===== src/rtl/weather_sensor_frame_rx_pkg.sv =====
// Shared frame-format definitions for the weather sensor receiver: header byte,
// FSM states, field positions and reserved-bit masks.
package weather_sensor_frame_rx_pkg;

    localparam logic [7:0] HEADER_DEFAULT = 8'hA5;

    typedef enum logic [2:0] {
        HUNT,
        GET_FLAGS,
        GET_WIND,
        GET_TEMP,
        GET_CSUM
    } frame_state_t;

    localparam int FLAG_TS_BIT  = 0;
    localparam int FLAG_VIS_LSB = 1;
    localparam int FLAG_VIS_MSB = 2;
    localparam int WIND_MSB     = 5;

    localparam logic [7:0] FLAGS_RSV_MASK = 8'hF8;
    localparam logic [7:0] WIND_RSV_MASK  = 8'hC0;

    function automatic logic [7:0] frame_csum(input logic [7:0] flags,
                                              input logic [7:0] wind_b,
                                              input logic [7:0] temp_b);
        return flags ^ wind_b ^ temp_b;
    endfunction

endpackage


===== src/rtl/weather_sensor_frame_rx_sat.sv =====
// Saturating up-counter with synchronous clear; holds at LIMIT.
// Latency: count updates on the edge after en/clr; no backpressure.
module sat_counter #(
    parameter int WIDTH = 8,
    parameter int LIMIT = 255
) (
    input  logic             clk,
    input  logic             rst,
    input  logic             clr,
    input  logic             en,
    output logic [WIDTH-1:0] count
);

    localparam logic [WIDTH-1:0] MAX = WIDTH'(LIMIT);
    localparam logic [WIDTH-1:0] ONE = WIDTH'(1);

    always_ff @(posedge clk) begin
        if (rst) begin
            count <= '0;
        end else if (clr) begin
            count <= '0;
        end else if (en && (count != MAX)) begin
            count <= count + ONE;
        end
    end

endmodule


===== src/rtl/weather_sensor_frame_rx.sv =====
// Assembles and validates 5-byte weather sensor frames, updating ECSU outputs atomically.
// Latency: outputs/data_valid 1 cycle after CSUM byte; no backpressure, one byte per cycle.
module weather_sensor_frame_rx
    import weather_sensor_frame_rx_pkg::*;
#(
    parameter logic [7:0] HEADER       = HEADER_DEFAULT,
    parameter int         GAP_TIMEOUT  = 16,
    parameter int         STALE_CYCLES = 1000
) (
    input  logic       CLK,
    input  logic       RST,
    input  logic       rx_valid,
    input  logic [7:0] rx_byte,
    output logic       thunderstorm,
    output logic [5:0] wind,
    output logic [1:0] visibility,
    output logic [7:0] temperature,
    output logic       data_valid,
    output logic       frame_error,
    output logic       sensor_stale,
    output logic [7:0] error_count
);

    localparam int GAP_W   = $clog2(GAP_TIMEOUT + 1);
    localparam int STALE_W = $clog2(STALE_CYCLES + 1);
    localparam logic [GAP_W-1:0]   GAP_LAST  = GAP_W'(GAP_TIMEOUT - 1);
    localparam logic [STALE_W-1:0] STALE_MAX = STALE_W'(STALE_CYCLES);

    frame_state_t state, state_nxt;

    logic [7:0]         flags_sh, wind_sh, temp_sh;
    logic [GAP_W-1:0]   gap_cnt;
    logic [STALE_W-1:0] stale_cnt;
    logic               seen_good;
    logic               frame_done, gap_expire, good_frame, bad_frame, fields_ok;

    always_ff @(posedge CLK) begin
        if (RST) begin
            state <= HUNT;
        end else begin
            state <= state_nxt;
        end
    end

    always_comb begin
        state_nxt  = state;
        frame_done = 1'b0;
        // An arriving byte always beats an expiring gap timer.
        gap_expire = (state != HUNT) && !rx_valid && (gap_cnt == GAP_LAST);
        case (state)
            HUNT:      if (rx_valid && (rx_byte == HEADER)) state_nxt = GET_FLAGS;
            GET_FLAGS: if (rx_valid) state_nxt = GET_WIND;
            GET_WIND:  if (rx_valid) state_nxt = GET_TEMP;
            GET_TEMP:  if (rx_valid) state_nxt = GET_CSUM;
            GET_CSUM: begin
                if (rx_valid) begin
                    state_nxt  = HUNT;
                    frame_done = 1'b1;
                end
            end
            default:   state_nxt = HUNT;
        endcase
        if (gap_expire) state_nxt = HUNT;
    end

    assign fields_ok  = ((flags_sh & FLAGS_RSV_MASK) == 8'h00) &&
                        ((wind_sh & WIND_RSV_MASK) == 8'h00) &&
                        (frame_csum(flags_sh, wind_sh, temp_sh) == rx_byte);
    assign good_frame = frame_done && fields_ok;
    assign bad_frame  = (frame_done && !fields_ok) || gap_expire;

    always_ff @(posedge CLK) begin
        if (RST || gap_expire) begin
            flags_sh <= '0;
            wind_sh  <= '0;
            temp_sh  <= '0;
        end else if (rx_valid) begin
            case (state)
                GET_FLAGS: flags_sh <= rx_byte;
                GET_WIND:  wind_sh  <= rx_byte;
                GET_TEMP:  temp_sh  <= rx_byte;
                default:   ;
            endcase
        end
    end

    always_ff @(posedge CLK) begin
        if (RST) begin
            thunderstorm <= 1'b0;
            wind         <= '0;
            visibility   <= '0;
            temperature  <= '0;
            data_valid   <= 1'b0;
            frame_error  <= 1'b0;
            seen_good    <= 1'b0;
        end else begin
            data_valid  <= good_frame;
            frame_error <= bad_frame;
            if (good_frame) begin
                thunderstorm <= flags_sh[FLAG_TS_BIT];
                visibility   <= flags_sh[FLAG_VIS_MSB:FLAG_VIS_LSB];
                wind         <= wind_sh[WIND_MSB:0];
                temperature  <= temp_sh;
                seen_good    <= 1'b1;
            end
        end
    end

    sat_counter #(.WIDTH(GAP_W), .LIMIT(GAP_TIMEOUT)) u_gap_timer (
        .clk   (CLK),
        .rst   (RST),
        .clr   ((state == HUNT) || rx_valid || gap_expire),
        .en    (1'b1),
        .count (gap_cnt)
    );

    sat_counter #(.WIDTH(STALE_W), .LIMIT(STALE_CYCLES)) u_stale_timer (
        .clk   (CLK),
        .rst   (RST),
        .clr   (good_frame),
        .en    (1'b1),
        .count (stale_cnt)
    );

    sat_counter #(.WIDTH(8), .LIMIT(255)) u_error_count (
        .clk   (CLK),
        .rst   (RST),
        .clr   (1'b0),
        .en    (bad_frame),
        .count (error_count)
    );

    assign sensor_stale = !seen_good || (stale_cnt == STALE_MAX);

endmodule


===== config.mk =====
export PLATFORM = sky130hd
export DESIGN_NAME = weather_sensor_frame_rx
export DESIGN_NICKNAME = d
export VERILOG_FILES = /design/src/rtl/weather_sensor_frame_rx_pkg.sv /design/src/rtl/weather_sensor_frame_rx_sat.sv /design/src/rtl/weather_sensor_frame_rx.sv
export SDC_FILE = /design/constraint.sdc
export NUM_CORES = 1
export LEC_CHECK = 0
export ABC_AREA = 1
export BUFFER_PORTS_ARGS = -buffer_cell sky130_fd_sc_hd__buf_2
export CAP_MARGIN = 0
export CORE_UTILIZATION = 35
export DETAILED_ROUTE_END_ITERATION = 10
export PLACE_DENSITY = 0.49
export SLEW_MARGIN = 20
export SYNTH_ARGS = -nofsm -noshare
export SYNTH_HDL_FRONTEND = slang
export SYNTH_SLANG_ARGS = --single-unit

===== constraint.sdc =====
create_clock -name CLK -period 4.2 [get_ports CLK]
set_clock_uncertainty 0.15 [all_clocks]
set_input_delay 0.63 -clock CLK [delete_from_list [all_inputs] [get_ports CLK]]
set_output_delay 0.63 -clock CLK [all_outputs]
set_load 0.01 [all_outputs]

# --- Word-level counts from Yosys, hierarchy flattened ---
# Index checks and enable logic that the tools add are counted.
op_classes:
  n_addsub: 3
  mul: 0
  n_div: 0
  magnitude_cmp: 0
  eq_ne: 16
  n_shift: 0
  n_mux: 8
  bitwise: 2
  n_reduce_logical: 27
op_table:
  columns: ["op", "n"]
  rows:
  - ["$logic_not A8 Y1", 2]
  - ["$xor A8 B8 Y8", 2]
  - ["$mux W3", 5]
  - ["$pmux W3 S5", 1]
  - ["$add A10 B1 Y10 const B", 1]
  - ["$eq A10 B10 Y1 const B", 1]
  - ["$ne A10 B10 Y1 const B", 1]
  - ["$ne A2 B2 Y1 const B", 5]
  - ["$add A8 B1 Y8 const B", 1]
  - ["$eq A8 B8 Y1", 1]
  - ["$eq A8 B8 Y1 const B", 1]
  - ["$logic_and A1 B1 Y1", 8]
  - ["$ne A8 B8 Y1 const B", 1]
  - ["$eq A3 B2 Y1 const B", 2]
  - ["$reduce_and A2 Y1", 3]
  - ["$reduce_or A2 Y1", 3]
  - ["$add A5 B1 Y5 const B", 1]
  - ["$eq A5 B4 Y1 const B", 1]
  - ["$logic_or A1 B1 Y1", 5]
  - ["$ne A5 B5 Y1 const B", 1]
  - ["$reduce_and A5 Y1", 1]
  - ["$eq A3 B1 Y1 const B", 1]
  - ["$eq A3 B3 Y1 const B", 1]
  - ["$logic_not A1 Y1", 3]
  - ["other kinds (3)", 4]
word_totals:
  register_bits: 70
  latchBits: 0
  mem_bits_rw: 0
  mem_bits_ro: 0
  in_bits: 11
  elab_cells: 70
  memories: 0

# --- Depth between registers and ports, before layout ---
# Gate-level depths: netlist (run 1).
depth:
  depth_word: 8
  ltp_mapped: 16

# --- Modules after synthesis ---
# Synthesis (run 1) repeated with hierarchy kept, for this count alone.
unflattened:
  cells_unflattened: 608
  area_unflattened_um2: 3842.4
by_module_without_submodules:
  columns: ["mod", "n_inst", "cells_each", "area_per_inst_um2", "seq_area_each_um2"]
  rows:
  - ["weather_sensor_frame_rx", 1, 408, 2516.2, 940.9]
  - ["sat_counter (u_stale_timer)", 1, 85, 585.6, 200.2]
  - ["sat_counter (u_error_count)", 1, 73, 460.4, 160.2]
  - ["sat_counter (u_gap_timer)", 1, 42, 280.3, 100.1]

# --- Least setup slack after synthesis (run 1) ---
# No wires, ideal clock.
synth_path:
  path_kind: "input to register"
  start: "input port rx_byte[0]"
  end: "register u_error_count.count[3]"
  setup_ns: 0.115
  arrival_ns: 1.641
  t_required_ns: 3.935
  path_slack_ns: 2.294
  stages: 14
  path_buffers: 1
  path_cell_list: "inv_2 > nand2_1 > nand2_1 > nand2_1 > nand3_1 > nor2_1 > nand2_1 > nor2_1 > nand2_1 > nand2_1 > nand2_1 > buf_2 > a21oi_1 > nor2_1"
synth_via:
  elab_chain_cells: 6
synth_rtl:
  columns: ["element", "line_no", "source"]
  rows:
  - ["from (decl)", "weather_sensor_frame_rx.sv:13", "input logic [7:0] rx_byte,"]
  - ["$eq A8 B8 Y1", "weather_sensor_frame_rx.sv:68", "(frame_csum(flags_sh, wind_sh, temp_sh) == rx_byte);"]
  - ["$logic_and A1 B1 Y1", "weather_sensor_frame_rx.sv:67", "((wind_sh & WIND_RSV_MASK) == 8'h00) &&"]
  - ["$logic_not A1 Y1", "weather_sensor_frame_rx.sv:70", "assign bad_frame = (frame_done && !fields_ok) || gap_expire;"]
  - ["$logic_and A1 B1 Y1", "weather_sensor_frame_rx.sv:70", null]
  - ["$logic_or A1 B1 Y1", "weather_sensor_frame_rx.sv:70", null]
  - ["$logic_and A1 B1 Y1", "weather_sensor_frame_rx_sat.sv:22", "end else if (en && (count != MAX)) begin"]
  - ["to (signal assigned)", "weather_sensor_frame_rx_sat.sv:23", "count <= count + ONE;"]
  - ["to (decl)", "weather_sensor_frame_rx_sat.sv:11", "output logic [WIDTH-1:0] count"]
# No other way between the ends.
# A chain may end at the register's enable or synchronous reset.

# --- Worst setup path after layout (run 1) ---
layout_path:
  start: "register state[1]"
  end: "register state[1]"
layout_via:
  elab_chain_cells: 4
layout_rtl:
  columns: ["element", "line_no", "source"]
  rows:
  - ["from (decl)", "weather_sensor_frame_rx.sv:29", "frame_state_t state, state_nxt;"]
  - ["from (signal assigned)", "weather_sensor_frame_rx.sv:41", "state <= state_nxt;"]
  - ["parallel branches: the longest is 4 deep, another holds $reduce_and A5 Y1", null, null]
# Parallel ways; which one is timed is not known.

==> flow_summary.json, run 1 <==
{
  "status": "finished clean",
  "drt_iter0_markers": 161,
  "yosysSeqAreaShare": 0.4207,
  "required_ns": 4.25,
  "cts.sinks": 70,
  "die_x_um": 99.55,
  "htree_num_levels": 3,
  "grt_setup_unrepaired": "no",
  "crit_path_start": "state[1]",
  "post-place-ws_ns": 1.704,
  "cp.arrival_ns": 2.56,
  "gp_congestion": 0.8271,
  "async_flop_share": 0,
  "cp_common_cell": "nor2_1",
  "max-clock-path-buffers": 2,
  "end_kind": "flop",
  "numCtsBuffers": 9,
  "cts.hold.buffers_added": 0,
  "initial_utilization": 0.3605,
  "finalSetupViolCount": 0,
  "hold_viol": 0,
  "critPathKind": "reg -> reg",
  "final_nets": 533,
  "max_stage_delay_ns": 0.78,
  "relSlewSlack": 0.3601,
  "wl_um": 8253,
  "hpwl_um": 6036,
  "tritoncts": "done",
  "ys.flop_type": "dfxtp_1",
  "slew_violations": 0,
  "synthToLayoutAreaGrowth_pct": 15.21,
  "synth.area.top_cells": "dfxtp_1 42%, nand2_1 15%, nand3_1 8.4%",
  "synth-edff-count": 0,
  "synth_top_cell_area_share": 0.4207,
  "synth_nets": 493,
  "fin_util": 0.4153,
  "power_density_mw_per_mm2": 343.5,
  "avgSynthCellArea_sq_um": 6.997,
  "core.rowCount": 35,
  "vias": 3122,
  "dieArea_sq_mm": 0.009910,
  "fin_ws_ns": 1.688,
  "io_pins": 39,
  "clock_latency_ns": 0.35,
  "clk_pin_slew_ns": 0.08,
  "path_cells": "nor2_1, inv_1, nor2_1, nor2_1, nand2_1, nand2_1, nor3_1",
  "p_leak_uw": 0.001604,
  "wl_per_cell_um": 12.72,
  "place.port_buffers": 38,
  "grt_max_degree": 28,
  "cp.buffers_inverters": 1,
  "ys_types": 29,
  "viasPerCell": 4.810,
  "drive_gt1_frac": 0.1615,
  "syn_inst": 476,
  "dieHeight_um": 99.55,
  "tightest_slew_ns": 0.9576,
  "fmax_mhz": 398.1,
  "fillCellCount": 1007,
  "yosysWarnings": 0,
  "synth.largest_area_cell": "dfxtp_1",
  "ant_nets": 0,
  "core_area_sq_mm": 0.009240,
  "cts_resized": 0,
  "worst_r2r_startpoint": "state[1]",
  "post-route-drc-count": 0,
  "postCtsSetupRepairBufs": 0,
  "place_inst": 634,
  "grt_pass1_wl_um": 13700,
  "drv_cap": 0,
  "synthesis.area_sq_mm": 0.003331,
  "min_from": "seen_good",
  "cp_max_fo": 27,
  "start_kind": "flop",
  "finalNonFillerCells": 649,
  "tns_ns": 0,
  "timing.final.crit_share": 0.5980,
  "antenna_found_initial": 0,
  "grt_pass1_vias": 2840,
  "worst_ir_drop_vdd_uv": 231.2,
  "grt.total_usage": 0.1776,
  "dr.pass1.iters": 4,
  "antenna_cells": 0,
  "ys_ff_latch": 70,
  "hold_path_class": "reg -> reg",
  "fin_crit_ns": 2.512,
  "crit_family": "simple AND/OR/NAND/NOR gates",
  "slowest_stage": "dfxtp_1",
  "grt-ovfl-total": 0,
  "fin_total_pwr_uw": 1318,
  "root_buffer": "clkbuf_8"
}
==> cells by family after synthesis <==
family	synth area share
flops	0.4207
buf+inv	0.08039
compound gates	0.1093
fa+ha+maj	0.02254
simple gates	0.3512
xor+xnor	0.01578
==> final timing paths <==
path	endpoint	slack, ns	cells after the start
worst max-delay path	state[1]	1.69	7
worst min-delay path	seen_good	0.31	2
worst max register to register	state[1]	1.69	7
worst min register to register	seen_good	0.31	2
==> metal layers <==
layer  GRT usage  up-vias  part of all wire
met4     0.05090        0             0.013
li1            -     1637                 -
met1      0.2384     1415              0.50
met2      0.2735       61              0.44
met3     0.05552        9             0.044
met5           0        -                 0
==> synth_stat cells, types with 2 or more instances <==
master    number
nor2_1        31
a21oi_1       44
or2_2          3
xor2_1         5
inv_1         42
buf_2          2
dfxtp_1       70
o21ai_1        7
nor3b_1        2
inv_2         12
clkbuf_1       8
o21ai_2        9
nand3_1       56
o21ai_0        3
ha_1           6
nand2_1      135
nand4_1       21
a211oi_1       2
nor3_1         8
==> worst reg2reg max path, stage by stage, from the launching register on <==
cell and delay [ns]:
dfxtp_1 0.78, nor2_1 0.14, inv_1 0.14, nor2_1 0.06
nor2_1 0.14, nand2_1 0.11, nand2_1 0.72, nor3_1 0.13
==> through the flow <==
step,hold WS (ns),instance area [sq um]
2_1_floorplan,0.2765,3331
3_3_place_gp,0.2923,3650
3_5_place_dp,0.2946,3650
4_1_cts,0.3099,3837
5_1_grt,0.3385,3837
6_report,0.3062,3837
==> power by group <==
group	switching (uW)	internal (uW)
logic	69.3	30.7
registers	13.3	673
clock network	263	270
==> layout make-up <==
class / instances / area, sq um / area share
multi-input cells: 338 / 1662 / 0.4330
flip-flops and latches: 70 / 1401 / 0.3652
repair buffers: 41 / 212.7 / 0.05543
inverters: 56 / 212.7 / 0.05543
well taps: 129 / 161.4 / 0.04206
clock buffers: 9 / 123.9 / 0.03228
clock inverters: 6 / 63.81 / 0.01663
==> flip-flops by register name (all words and copies together) (netlist names) <==
register,flops
frame_error,1
state,3
wind,6
temperature,8
visibility,2
u_gap_timer.count,5
thunderstorm,1
u_error_count.count,8
flags_sh,8
wind_sh,8
u_stale_timer.count,10
seen_good,1
temp_sh,8
data_valid,1
==> cells in the final DEF (no fill, tap or decap) <==
cell type   netlist  layout
buf_2             2      38
buf_4             0       3
clkinv_1          1       1
clkinvlp_4        0       2
bufinv_16         0       1
nor3b_1           2       2
or2_2             3       3
nor2_8            1       1
and3_1            1       1
o21ai_0           3       3
nor2_1           31      31
ha_1              6       6
xnor2_1           1       1
a21oi_1          44      44
nor3_4            1       1
o21ai_2           9       9
inv_1            42      42
nand2_1         135     135
inv_2            12      12
nand4_1          21      21
clkbuf_8          0       9
nand3_1          56      56
nor3_1            8       8
inv_4             1       1
xor2_1            5       5
clkinv_4          0       1
clkinv_2          0       2
dfxtp_1          70      70
o21ai_1           7       7
a211oi_1          2       2
nand3b_1          1       1
nand2_4           1       1
No activity file was read; power rests on OpenSTA's default activity.
==> run 2, diff against run 1 <==
--- a/config.mk
+++ b/config.mk
@@ -5,12 +5,12 @@
 export SDC_FILE = /design/constraint.sdc
 export NUM_CORES = 1
 export LEC_CHECK = 0
-export ABC_AREA = 1
+export ABC_AREA = 0
 export BUFFER_PORTS_ARGS = -buffer_cell sky130_fd_sc_hd__buf_2
 export CAP_MARGIN = 0
 export CORE_UTILIZATION = 35
 export DETAILED_ROUTE_END_ITERATION = 10
-export PLACE_DENSITY = 0.49
+export PLACE_DENSITY = 0.52
 export SLEW_MARGIN = 20
 export SYNTH_ARGS = -nofsm -noshare
 export SYNTH_HDL_FRONTEND = slang
==> constraint.sdc (replaced) <==
create_clock -name CLK -period 2.1 [get_ports CLK]
set_clock_uncertainty 0.15 [all_clocks]
set_input_delay 0.315 -clock CLK [delete_from_list [all_inputs] [get_ports CLK]]
set_output_delay 0.315 -clock CLK [all_outputs]
set_load 0.01 [all_outputs]
==> flow_summary.json, run 2 <==
{
  "status": "finished, violations left",
  "violations": "negative setup slack",
  "required_ns": 2.17,
  "synth_compound_area_frac": 0.1077,
  "cts.sinks": 70,
  "tightest_slew_ns": 0.5827,
  "end_kind": "flop",
  "synthAdderAreaFrac": 0.02458,
  "syn_inst": 321,
  "post-route-drc-count": 0,
  "synth.area.top_cells": "dfxtp_1 46%, xnor2_1 6.0%, mux2i_1 5.9%",
  "synth_top_family_by_area": "simple AND/OR/NAND/NOR gates",
  "grt.total_usage": 0.1774,
  "start_kind": "flop",
  "synth_nets": 338,
  "ys_ff_latch": 70,
  "grt_setup_unrepaired": "yes",
  "fmax_mhz": 461.4,
  "dr.pass1.iters": 4,
  "die_x_um": 95.42,
  "synth_most_common_cell": "dfxtp_1",
  "slew_violations": 0,
  "async_flop_share": 0,
  "synthXorXnorAreaFrac": 0.09463,
  "power_density_mw_per_mm2": 611.3,
  "wl_per_cell_um": 14.83,
  "fin_ws_ns": -0.06737,
  "worst_ir_drop_vdd_uv": 368.9,
  "place_inst": 485,
  "final_nets": 424,
  "grt_max_degree": 28,
  "antenna_found_initial": 0,
  "io_pins": 39,
  "root_buffer": "clkbuf_8",
  "drive_gt1_frac": 0.3854,
  "synthToLayoutAreaGrowth_pct": 36.34,
  "largest-register": "u_stale_timer.count",
  "synth_top_cell_area_share": 0.4588,
  "ant_nets": 0,
  "wl_um": 7635,
  "avgSynthCellArea_sq_um": 9.515,
  "clk_pin_slew_ns": 0.07,
  "core_area_sq_mm": 0.008341,
  "largest_reg_flops": 10,
  "finalSetupViolCount": 16,
  "critPathKind": "reg -> reg",
  "synthTopCellsByCount": "70 x dfxtp_1, 44 x nor2_1, 28 x nand2_1",
  "fillCellCount": 794,
  "viasPerCell": 4.899,
  "use_met3": 0.04785,
  "holdWs_ns": 0.2104,
  "tns_ns": -0.4019,
  "synth.largest_area_cell": "dfxtp_1",
  "finalNonFillerCells": 515,
  "fin_crit_ns": 2.167,
  "core.rowCount": 33,
  "hold_path_class": "in -> reg",
  "antenna_cells": 0,
  "grt_pass1_vias": 2421,
  "synthesis.area_sq_mm": 0.003054,
  "layout.cells.most_common": "dfxtp_1",
  "drt_iter0_markers": 50,
  "hold_viol": 0,
  "cp.arrival_ns": 2.24,
  "dieHeight_um": 95.42,
  "grt_pass1_wl_um": 12120,
  "final_cell_mix": "61 x dfxtp_1, 39 x buf_4, 37 x buf_2, 36 x nor2_1, 26 x nand2_1",
  "yosysSeqAreaShare": 0.4588,
  "ys.flop_type": "dfxtp_1",
  "tritoncts": "done",
  "met1_usage": 0.2264,
  "drv_cap": 0,
  "yosysWarnings": 0,
  "relSlewSlack": 0.6086,
  "ys_types": 38,
  "gp_congestion": 0.7626,
  "max-clock-path-buffers": 2,
  "initial_utilization": 0.3662,
  "grt-ovfl-total": 0,
  "fin_util": 0.4993,
  "post-place-ws_ns": -0.1567,
  "ff_latch_area_sq_mm": 0.001420,
  "busiest_layer": "met2",
  "numCtsBuffers": 9,
  "synth-edff-count": 0,
  "met2_usage": 0.2994,
  "dieArea_sq_mm": 0.009104,
  "synth.area.mux_share": 0.08111,
  "synthSimpleGateAreaFrac": 0.1872,
  "p_leak_uw": 0.001683,
  "timing.final.crit_share": 1.032,
  "hpwl_um": 4925,
  "clock_latency_ns": 0.33,
  "cts.hold.buffers_added": 0,
  "cp_max_fo": 7,
  "htree_num_levels": 3,
  "place.port_buffers": 38,
  "vias": 2523,
  "multi_input_area_sq_mm": 0.001794
}
[run 2: worst paths after layout]
check	from	slack, ns	end	cells past startpoint
setup / recovery	wind_sh[6]	-0.07	u_error_count.count[4]	6
hold / removal	rx_byte[6]	0.21	flags_sh[6]	4
setup reg to reg	wind_sh[6]	-0.07	u_error_count.count[4]	6
hold reg to reg	seen_good	0.33	seen_good	1
[run 2: repair_timing]
action | in CTS | in global routing
setup buffers | 3 | 6
pin swaps | 16 | 24
resized for setup | 13 | 34
endpoints found under the setup margin | 27 | 37
gates cloned | 6 | 1
[run 2: kinds of logic after synthesis]
| family | after synthesis |
|---|---|
| and+or+nand+nor | 120 |
| DFF | 70 |
| AOI/OAI and AO/OA | 43 |
| xor gates and xnor gates | 33 |
| buffers and inverters | 25 |
| muxes | 24 |
| adders and majority gates | 6 |
[run 2: report_power, final]
part | total [uW] | switching [uW] | internal (uW)
combinational | 141 | 77.4 | 64.1
clock | 1070 | 467 | 602
sequential | 1330 | 5.01 | 1330
[run 2: worst max-delay path: stages (launching register included)]
cell	delay [ns]
dfxtp_2	0.33
nor4_4	0.28
nand3_2	0.11
or4_4	0.48
o21ai_4	0.27
a211oi_2	0.12
mux2_4	0.31
[run 2: layout make-up]
cell class / count / area share
sequential: 70 / 0.3410
timing repair buffer: 83 / 0.1412
multi-input combinational: 232 / 0.4309
inverter: 11 / 0.009916
clock buffer: 13 / 0.03816
tap: 105 / 0.03155
clock inverter: 1 / 0.007212
[run 2: through the flow]
| stage | cell area, sq um | total power (uW) |
|---|---|---|
| after floorplan | 3133 | 1420 |
| after global placement | 3633 | 1474 |
| after detailed placement | 3633 | 1475 |
| after CTS | 3970 | 2558 |
| after global routing | 4164 | 2651 |
| final | 4164 | 2546 |
[run 2: metal layers]
| metal | share of wire | up-vias |
|---|---|---|
| li1 | - | 1289 |
| met5 | 0 | - |
| met4 | 0.0069 | 0 |
| met1 | 0.46 | 1203 |
| met3 | 0.027 | 4 |
| met2 | 0.51 | 27 |
